### src/rtl/axi_write_master.sv
// rtl/axi_write_master.sv - AXI4 write-burst master: one command in, AW/W/B out, done/err back.
// Optional B-channel timeout is built when AXI_WM_TIMEOUT_EN is defined.
module axi_write_master #(
  parameter int ADDR_WIDTH     = 8,
  parameter int DATA_WIDTH     = 16,
  parameter int TIMEOUT_CYCLES = 255
) (
  input  logic                      aclk,
  input  logic                      aresetn,
  input  logic                      cmd_valid,
  output logic                      cmd_ready,
  input  logic [ADDR_WIDTH-1:0]     cmd_addr,
  input  logic [7:0]                cmd_len,
  input  logic [DATA_WIDTH-1:0]     src_data,
  input  logic [DATA_WIDTH/8-1:0]   src_strb,
  input  logic                      src_valid,
  output logic                      src_ready,
  output logic [ADDR_WIDTH-1:0]     awaddr,
  output logic [7:0]                awlen,
  output logic [2:0]                awsize,
  output logic [1:0]                awburst,
  output logic                      awvalid,
  input  logic                      awready,
  output logic [DATA_WIDTH-1:0]     wdata,
  output logic [DATA_WIDTH/8-1:0]   wstrb,
  output logic                      wlast,
  output logic                      wvalid,
  input  logic                      wready,
  input  logic [1:0]                bresp,
  input  logic                      bvalid,
  output logic                      bready,
  output logic                      done,
  output logic                      err
);

  localparam logic [2:0] AWSIZE = 3'($clog2(DATA_WIDTH / 8));

  typedef enum logic [1:0] {IDLE, ADDR, DATA, RESP} state_t;

  state_t     state, state_nxt;
  logic [7:0] beat_cnt;
  logic       ready_q;
  logic       cmd_hs;
  logic       w_hs;
  logic       b_hs;
  logic       last_beat;
  logic       to_hit;

  assign cmd_hs    = cmd_valid && ready_q;
  assign last_beat = (beat_cnt == awlen);
  assign w_hs      = (state == DATA) && src_valid && wready;
  assign b_hs      = (state == RESP) && bvalid;

`ifdef AXI_WM_TIMEOUT_EN
  logic [15:0] to_cnt;

  // Fires on the last allowed RESP cycle so the block spends exactly TIMEOUT_CYCLES in RESP.
  assign to_hit = (state == RESP) && !bvalid &&
                  (({16'd0, to_cnt} + 32'd1) >= 32'(TIMEOUT_CYCLES));

  always_ff @(posedge aclk or negedge aresetn) begin
    if (!aresetn) begin
      to_cnt <= 16'd0;
    end else if (state == RESP) begin
      to_cnt <= to_cnt + 16'd1;
    end else begin
      to_cnt <= 16'd0;
    end
  end
`else
  assign to_hit = 1'b0;
`endif

  always_ff @(posedge aclk or negedge aresetn) begin
    if (!aresetn) begin
      state <= IDLE;
    end else begin
      state <= state_nxt;
    end
  end

  always_comb begin
    state_nxt = state;
    awvalid   = 1'b0;
    awsize    = 3'd0;
    awburst   = 2'b00;
    wvalid    = 1'b0;
    wdata     = '0;
    wstrb     = '0;
    wlast     = 1'b0;
    src_ready = 1'b0;
    bready    = 1'b0;
    case (state)
      IDLE: begin
        if (cmd_hs) state_nxt = ADDR;
      end
      ADDR: begin
        awvalid = 1'b1;
        awsize  = AWSIZE;
        awburst = 2'b01;
        if (awready) state_nxt = DATA;
      end
      DATA: begin
        wvalid    = src_valid;
        src_ready = wready;
        wdata     = src_data;
        wstrb     = src_strb;
        wlast     = last_beat;
        if (w_hs && last_beat) state_nxt = RESP;
      end
      RESP: begin
        bready = 1'b1;
        if (bvalid || to_hit) state_nxt = IDLE;
      end
      default: state_nxt = IDLE;
    endcase
  end

  // cmd_ready is registered so it stays low for the first cycle out of reset.
  always_ff @(posedge aclk or negedge aresetn) begin
    if (!aresetn) begin
      ready_q <= 1'b0;
    end else begin
      ready_q <= (state_nxt == IDLE);
    end
  end

  assign cmd_ready = ready_q;

  always_ff @(posedge aclk or negedge aresetn) begin
    if (!aresetn) begin
      awaddr   <= '0;
      awlen    <= 8'd0;
      beat_cnt <= 8'd0;
    end else if (cmd_hs) begin
      awaddr   <= cmd_addr;
      awlen    <= cmd_len;
      beat_cnt <= 8'd0;
    end else if (w_hs && !last_beat) begin
      beat_cnt <= beat_cnt + 8'd1;
    end
  end

  always_ff @(posedge aclk or negedge aresetn) begin
    if (!aresetn) begin
      done <= 1'b0;
      err  <= 1'b0;
    end else begin
      done <= b_hs || to_hit;
      if (b_hs) begin
        err <= (bresp != 2'b00);
      end else if (to_hit) begin
        err <= 1'b1;
      end
    end
  end

endmodule

### config.mk
export PLATFORM = sky130hd
export DESIGN_NAME = axi_write_master
export DESIGN_NICKNAME = d
export VERILOG_FILES = /design/src/rtl/axi_write_master.sv
export SDC_FILE = /design/constraint.sdc
export NUM_CORES = 1
export LEC_CHECK = 0
export BUFFER_PORTS_ARGS = -buffer_cell sky130_fd_sc_hd__buf_2
export CAP_MARGIN = 0
export CORE_MARGIN = 4
export CORE_UTILIZATION = 40
export DETAILED_ROUTE_END_ITERATION = 10
export GPL_ROUTABILITY_DRIVEN = 0
export GPL_TIMING_DRIVEN = 1
export PLACE_DENSITY = 0.77
export SLEW_MARGIN = 10
export SYNTH_ARGS = -nofsm -noshare
export SYNTH_HDL_FRONTEND = slang
export SYNTH_SLANG_ARGS = --single-unit
### constraint.sdc
create_clock -name aclk -period 1.6 [get_ports aclk]
set_input_delay 0.32 -clock aclk [delete_from_list [all_inputs] [get_ports aclk]]
set_output_delay 0.32 -clock aclk [all_outputs]
set_load 0.005 [all_outputs]
* After elaboration in Yosys (flattened, before gate mapping)
Cells that the tools add are included.
Operators by class: add/sub/neg operators 1, equal/unequal tests 4, mux-type cells 16, reduce and logical (&&, ||, !) cells 11
Operators with widths (number):
- 2-to-1 mux 16 bit | 1
- 2-to-1 mux 8 bit | 2
- 2-to-1 mux 2 bit | 5
- adder 8 x 1 -> 8 bit, second input constant | 1
- == test 8 bit | 1
- one-hot mux 2 bit (4 select lines) | 1
- 2-to-1 mux 1 bit | 7
- logical AND 1 bit | 6
- == test 2 bit, second input constant | 2
- zero test 2 bit | 2
- nonzero test 2 bit | 2
- == test 2 x 1 -> 1 bit, second input constant | 1
- zero test 1 bit | 1
Word-level totals: register bits after elaboration 29, input port bits 43, output and inout bits 47, word-level logic and storage cells 39

* Logic depth before layout (Yosys ltp)
Gate-level depths: netlist of the first run.
depth in word-level cells 7, mapped depth 5, mapped depth without buffers 5

* Worst setup path before layout of the first run
Ideal clock, no wire load.
path kind flip-flop to output port, start reg beat_cnt[3], end out wlast, arrival time 1266 ps, data required time 1280 ps, path slack 14 ps, stages on the path, launching flop included 4, path buffers 0, path through dfrtp_1 > xor2_1 > nor4_4 > and3_1
Between the ends: word-level cells in the longest chain between the ends 2
Ends and longest elaborated chain:
- start: declaration | RTL line 41 | logic [7:0] beat_cnt;
- start signal: assignment | RTL line 140 | beat_cnt <= beat_cnt + 8'd1;
- == test 8 bit | RTL line 50 | assign last_beat = (beat_cnt == awlen);
- 2-to-1 mux 1 bit | RTL line 93 | case (state)
- end: declaration | RTL line 26 | output logic wlast,
No other way between the ends.

* Final worst setup path of the first run
start reg awlen[1], end out wlast
Between the ends: word-level cells in the longest chain between the ends 2
Ends and longest elaborated chain:
- start: declaration | RTL line 19 | output logic [7:0] awlen,
- start signal: assignment | RTL line 137 | awlen <= cmd_len;
- == test 8 bit | RTL line 50
- 2-to-1 mux 1 bit | RTL line 93
No other way between the ends.

==> results.md, run 1 <==
- The H-tree generated during clock tree synthesis spans 2 levels.
- Synthesis produced 150 cells.
- Averaged over all synthesized cells, the footprint is roughly 11 um^2.
- In the routed design, unresolved DRC markers number 0.
- The flow ran to the end, but the final reports show violations.
- Yosys mapped a number of flops with a built-in enable equal to 0.
- The area occupied by multi-input gates is roughly 850 um^2.
- After layout, the worst setup slack is -0.255 ns.
- The tree is rooted in a sky130_fd_sc_hd__clkbuf_8.
- The later-pin clock latency in the skew report is roughly 0.28 ns.
- For the pin with the worst max-slew slack, the measured transition is a little over 0.6 ns.
- The post-route netlist has approximately three fifths of its cells at a drive strength greater than 1.
- Counting along the longest clock path gives a buffer depth of 2.
- At the worst endpoint, the required time is 1.28 ns.
- The leakage power total is roughly 1.3 nW.
- Once detailed placement completed, the half-perimeter wirelength came to around 3000 um.
- Clock-pin slew was measured on the worst setup and hold paths at around 0.060 ns.
- The proportion of synthesized chip area in sequential cells is between 40% and 50%.
- The number of fill cells in the layout is 281.
- The share of flip-flops with an asynchronous set or reset after synthesis is 100%.
- The first detailed-routing pass ran for 4 iterations.
- The worst hold path belongs to the class in -> async.
- The initial DRC count is 28.
- The worst path uses 116% of the clock period.
- TritonCTS built the clock tree.
- Yosys printed 0 warnings.
- Dividing the detail-routed wire length by the instance count gives ~13 um.
- The final wirelength is 3950 um.
- The number of top-level design ports is 90.
- Buffers inserted during clock tree synthesis total 5.
- The worst pin sits at a relative slew slack of about three fifths.
- The standard-cell row count is 22.
- The first-pass GRT wire length is between 6000 and 7000 um.
- During placement, the flow inserted port buffers numbering 86.
- The arrival time reported for the critical path endpoint is 1.54 ns.
- Timing would allow up to between 500 and 600 MHz.
- In the global route stage, overall resource usage came out at 15.1%.
- The post-synthesis instance area is between 1500 and 2000 um^2.
- The worst setup path is captured at a primary output.
- The final critical delay including setup and external delays is approximately 1.9 ns.
- The overall power after layout is 0.00414 W.
- The hold violation count in the final report is 0.
- The per-cell via count in the routed design is a little under 5.
- The non-filler instance count after layout is 297.
- The worst vdd rail ir drop is roughly 950 uV.
- In this run the power density over the cells is around 1700 nW/um^2.
- The total via count after detailed routing is about 1400.
- The number of flip-flops and latches in the synthesized netlist is 29.
- The final reports fail on setup timing.
- The prevailing post-synth register cell is sky130_fd_sc_hd__dfrtp_1.
- The area of the core is between 3000 and 4000 um^2.
- At the end of the flow, the number of nets in the layout was 292.
- The clock drives 29 sinks.
- Setup repair after global routing could not meet its margin everywhere.
- The worst clock skew is ~0.0037 ns.
- The placed instance count is 284.
- The die is a little over 70 um tall.
- The via count of the first global-routing pass came to 1398.
- The number of antenna violations at the first check in global routing is 0.
- From synthesis to final layout, the design area changed by 52.5%.
- After routing, the total negative slack on setup checks comes to -0.257 ns.
- The worst-case setup slack after placement is 0.0534 ns.
- Counting distinct cell types in the post-synthesis netlist gives 27.
- The die is between 70 and 80 um wide.
- The sum of overflow across all layers after global routing is 0.
- Hold is met by around 0.054 ns.
- The pin count of the biggest net entering global routing is 30.
- The number of endpoints failing setup at the final stage is 2.
- For this configuration, the core starts out at a cell density of a little over two fifths.
- STA classifies the critical path startpoint as a flip-flop.
- The kind of critical path is reg -> out.
- The total count of max-transition violations in the final report is 0.
- The count of nets left with antenna violations once routing finished came out at 0.
- The number of inserted diodes is 0.
- The tool flagged a number of max-cap violations equal to 0.
- The area of all sequential standard cells is 726 um^2.
- The maximum net fanout on the critical path is 3.
- The total die area is approximately 5000 um^2.
[worst max-delay path, stage by stage (launching register included)]
cell,delay (ns)
sky130_fd_sc_hd__dfrtp_1,0.39
sky130_fd_sc_hd__xor2_1,0.19
sky130_fd_sc_hd__nor4_4,0.35
sky130_fd_sc_hd__and3_1,0.21
sky130_fd_sc_hd__buf_2,0.11
[per-layer routing]
layer,vias up,global-route usage (%),part of all wire [%]
met5,-,0,0
li1,694,-,-
met4,0,4.38,0.99
met3,3,8.95,15
met2,88,24.9,45
met1,652,16.5,39
[Yosys cell counts (all sizes together), types with 2 or more instances]
cell    count  area [um^2]
mux2i       8         80.1
nand2b      7         43.8
xor2        8         70.1
mux2       16          180
nor4        2         42.5
dfrtp      29          726
nand4       3         18.8
and4        3         26.3
buf         7         47.6
nand2      14         52.6
nand3       4         20.0
and2       22          138
nor2        2         7.51
nor2b       2         12.5
clkbuf      5         18.8
inv         2         7.51
a21oi       8         43.8
[flip-flops by register name, summed over array words and instances (netlist names)]
name,cells
err,1
awaddr,8
state,2
done,1
cmd_ready,1
awlen,8
beat_cnt,8
[cell families after synthesis]
group | after synthesis | synth area share (%)
and+or+nand+nor | 62 | 24.1
xor gates and xnor gates | 8 | 4.40
AOI/OAI and AO/OA | 11 | 4.00
adders and majority gates | 1 | 0.785
DFF | 29 | 45.5
other | 1 | 0.235
muxes | 24 | 16.3
buffers and inverters | 14 | 4.63
[timing repair]
item / 4_1_cts / 5_1_grt
gates cloned: 2 / 1
setup buffers: 2 / 0
pin swaps: 0 / 18
gates resized for setup: 4 / 38
setup endpoints to repair: 21 / 19
hold buffers: 0 / 0
[final cells by class]
type,count,area share (%)
clock buffers,7,3.55
clock inverters,1,1.24
inverters,2,0.309
multi-input cells,109,35.0
flip-flops and latches,29,29.9
well taps,48,2.47
repair buffers,101,27.6
[report_power, final]
part / switching (W) / leakage [nW] / total, W / internal, W
Clock: 0.000259 / 0.0585 / 0.000765 / 0.000507
Combinational: 0.000891 / 0.846 / 0.00215 / 0.00126
Sequential: 0.000197 / 0.361 / 0.00122 / 0.00102
[placed cells by master, fill, tap and decap left out, types with 2 or more instances in the layout]
cell and n:
sky130_fd_sc_hd__mux2_2 16, sky130_fd_sc_hd__buf_4 10, sky130_fd_sc_hd__nand2_1 14, sky130_fd_sc_hd__mux2i_1 8, sky130_fd_sc_hd__xor2_1 8, sky130_fd_sc_hd__a21oi_1 7
sky130_fd_sc_hd__inv_1 2, sky130_fd_sc_hd__and2_4 16, sky130_fd_sc_hd__clkbuf_8 6, sky130_fd_sc_hd__and2_1 6, sky130_fd_sc_hd__nand2b_1 7, sky130_fd_sc_hd__nor4_4 2
sky130_fd_sc_hd__conb_1 3, sky130_fd_sc_hd__dfrtp_1 29, sky130_fd_sc_hd__buf_2 70, sky130_fd_sc_hd__nor2_1 2, sky130_fd_sc_hd__buf_6 20, sky130_fd_sc_hd__nand4_1 3
sky130_fd_sc_hd__and4_1 3, sky130_fd_sc_hd__nand3_1 4
[through the flow]
step	util, %	area (um^2)
after global routing	64.9	2430
after CTS	60.6	2270
after detailed placement	56.5	2110
after global placement	56.5	2110
after floorplan	-	1600
final	64.9	2430
[final timing paths]
| check | start | to | slack, ns | depth (start not counted) |
|---|---|---|---|---|
| min reg2reg | err$_DFFE_PN0P_ | err$_DFFE_PN0P_ | 0.50 | 2 |
| min in group aclk | cmd_addr[1] | awaddr[1]$_DFFE_PN0P_ | 0.27 | 2 |
| max reg2reg | awlen[1]$_DFFE_PN0P_ | beat_cnt[7]$_DFFE_PN0P_ | 0.08 | 5 |
| max in group asynchronous | aresetn | beat_cnt[1]$_DFFE_PN0P_ | 1.14 | 1 |
| max | awlen[1]$_DFFE_PN0P_ | wlast | -0.26 | 4 |
| min | aresetn | awaddr[4]$_DFFE_PN0P_ | 0.05 | 1 |
No activity file was read; power rests on OpenSTA's default activity.
==> inputs of run 2 (changes only) <==
--- a/config.mk
+++ b/config.mk
@@ -13,6 +13,7 @@
 export GPL_ROUTABILITY_DRIVEN = 0
 export GPL_TIMING_DRIVEN = 1
 export PLACE_DENSITY = 0.77
+export SETUP_SLACK_MARGIN = 0.1
 export SLEW_MARGIN = 10
 export SYNTH_ARGS = -nofsm -noshare
 export SYNTH_HDL_FRONTEND = slang
==> run 2 against run 1 <==
The run still ends with setup timing left. Cell area rose by 2.6%. Flip-flop and latch count did not move. Register-to-register slack barely moved. Cell count rose by 2.0%. Global-route usage rose by 0.95 points. Critical path depth did not move. Combinational power rose by 9%. Via count rose by 0.84%. Worst setup slack improved by 0.049 ns. Total power barely moved. Clock-buffer cell count fell by 2. First-iteration DRC count fell by 11%.
==> results.md, run 2 (synthesized netlist as in run 1, its figures left out) <==
- The flow ran to the end, but the final reports show violations.
- The final reports fail on setup timing.
- The number of design rule violations left after detail routing is 0 (unchanged).
- The final wirelength is 4120 um (+4.5%).
- Setup repair after global routing could not meet its margin everywhere.
- The area overhead of the layout relative to synthesis is 56.5%.
- The initial DRC count was 25 (-11%).
- The area of the core is 3740 um^2 (unchanged).
- The number of endpoints failing setup at the final stage is 4 (+2).
- The first-pass iteration count of the detailed router is 4 (unchanged).
- The total via count after detailed routing was 1449 (+0.84%).
- The initial cell density of the core was 42.6% (unchanged).
- The global-route usage over all layers came to 16.1% (+0.95 points).
- The per-cell via count in the routed design is 4.78 (-1.2%).
- The hold violation count in the final report is 0 (unchanged).
- The post-route fraction of the period consumed by the critical path came to 113% (-3.0 points).
- The total die area is 5060 um^2 (unchanged).
- The area occupied by multi-input gates is 876 um^2 (+2.9%).
- The number of levels in the clock H-tree was 2 (unchanged).
- The number of top-level design ports is 90 (unchanged).
- The capturing element type of the critical path is a primary output.
- The total number of clock tree sinks is 29 (unchanged).
- The worst vdd rail ir drop is 1040 uV (+8.7%).
- The number of nets with antenna violations after routing is 0 (unchanged).
- The area of all sequential standard cells is 727 um^2 (+0.17%).
- The proportion of layout cells with a drive suffix above 1 is 62.4% (+4.1 points).
- Leaving out fill and tap cells, the most frequent cell in the layout is sky130_fd_sc_hd__buf_2.
- In this run the clock root is driven by a sky130_fd_sc_hd__clkbuf_8.
- The required time at the worst-slack endpoint was 1.28 ns (about the same).
- The arrival time reported for the critical path endpoint is 1.49 ns (-0.05 ns).
- The largest registers in the layout are awaddr: 8 flops, awlen: 8 flops, beat_cnt: 8 flops.
- In this run the worst hold path is classified as in -> async.
- The max-cap check violation count is 0 (unchanged).
- The clock tree from TritonCTS is done.
- The via count of the first global-routing pass was 1426 (+2.0%).
- The slew of the pin with the lowest slew margin is 0.644 ns (+0.0223 ns).
- The final critical delay including setup and external delays is 1.81 ns (-0.0486 ns).
- The setup TNS is -0.219 ns (+0.0377 ns).
- The detailed-route wire length per cell is 13.6 um (+2.4%).
- STA classifies the critical path startpoint as a flip-flop.
- The standard-cell row count is 22 (unchanged).
- The utilization after layout is 66.6% (+1.7 points).
- The later-pin clock latency in the skew report is 0.28 ns (about the same).
- The headroom to the max-slew limit came to 57.1% (-1.5 points).
- The total half-perimeter wirelength after legalization and detailed placement was 3020 um (+2.1%).
- The port buffer count is 86 (unchanged).
- The total count of max-transition violations in the final report is 0 (unchanged).
- The width of the die is 71.1 um (unchanged).
- The number of fill cells in the layout is 308 (+9.6%).
- The number of inserted diodes came to 0 (unchanged).
- The pin count of the biggest net entering global routing is 30 (unchanged).
- The total clock buffers created by CTS is 5 (unchanged).
- The maximum net fanout on the critical path is 2 (-1).
- The number of antenna violations at the first check in global routing is 0 (unchanged).
- The leakage power total is 1.29 nW (+2.3%).
- The worst clock skew is 0.00433 ns (+0.000619 ns).
- By startpoint and endpoint, the worst setup path is classified as reg -> out.
- The first-pass GRT wire length was 6440 um (+6.0%).
- The buffer depth of the longest clock path is 2 (unchanged).
- The final net count is 298 (+2.1%).
- The post-route worst setup slack is -0.207 ns (+0.0486 ns).
- The die boundary height was 71.1 um (unchanged).
- The power density over cell area is 1660 nW/um^2 (-2.6%).
- In the layout the commonest cells are sky130_fd_sc_hd__buf_2, sky130_fd_sc_hd__dfrtp_1, sky130_fd_sc_hd__buf_6.
- The clock-pin transition on the worst setup and hold timing paths is 0.07 ns (about the same).
- The maximum clock rate is 554 MHz (+2.7%).
- The sum of overflow across all layers after global routing is 0 (unchanged).
[run 2: where the power goes]
group	total [W]	switching [W]	internal, W	leakage [nW]
combinational	0.00234	0.000937	0.00141	0.891
clock	0.000578	0.000279	0.000299	0.0439
sequential	0.00122	0.000194	0.00102	0.359
[run 2: final timing paths]
kind / from / endpoint / slack (ns) / depth (start not counted)
max: awlen[3]$_DFFE_PN0P_ / wlast / -0.21 / 4
min: aresetn / beat_cnt[0]$_DFFE_PN0P_ / 0.06 / 1
max reg2reg: beat_cnt[3]$_DFFE_PN0P_ / beat_cnt[1]$_DFFE_PN0P_ / 0.07 / 6
min reg2reg: err$_DFFE_PN0P_ / err$_DFFE_PN0P_ / 0.49 / 2
max in group asynchronous: aresetn / beat_cnt[3]$_DFFE_PN0P_ / 1.08 / 1
min in group aclk: cmd_len[3] / awlen[3]$_DFFE_PN0P_ / 0.27 / 2
[run 2: routing by layer]
metal	up-vias	global-route usage, %	share of wire, %
met5	-	0	0
met4	0	5.01	1.2
met3	6	7.39	12
met2	77	29.0	47
met1	659	16.5	40
li1	707	-	-
[run 2: cell type report]
| class | count | share of cell area [%] |
|---|---|---|
| inverter | 2 | 0.301 |
| multi-input combinational | 109 | 35.1 |
| timing repair buffer | 107 | 29.6 |
| tap | 48 | 2.41 |
| clock inverter | 3 | 0.702 |
| sequential | 29 | 29.1 |
| clock buffer | 5 | 2.76 |
[run 2: through the flow]
step	hold slack [ns]	cells	worst slack, ns	cell area, um^2	total power [W]
finish	0.0594	303	-0.207	2490	0.00414
CTS	0.0785	302	-0.221	2410	0.00401
global route	0.106	303	-0.310	2490	0.00444
global placement	0.378	285	0.0425	2120	0.00287
detailed placement	0.383	285	0.0255	2120	0.00293
floorplan	0.0244	152	0.0273	1600	0.00218
[run 2: timing repair]
action | in CTS | in global routing
endpoints found under the setup margin | 21 | 34
gates cloned | 3 | 0
hold buffers | 0 | 0
buffers inserted | 6 | 1
endpoints found under the hold margin | 0 | 0
gates resized for setup | 37 | 17
pin swaps | 21 | 1
[run 2: worst max-delay path, stage by stage (launching register included)]
cell and delay [ns]:
sky130_fd_sc_hd__dfrtp_1 0.39, sky130_fd_sc_hd__xor2_1 0.19, sky130_fd_sc_hd__nor4_4 0.31, sky130_fd_sc_hd__and3_1 0.20, sky130_fd_sc_hd__buf_2 0.12
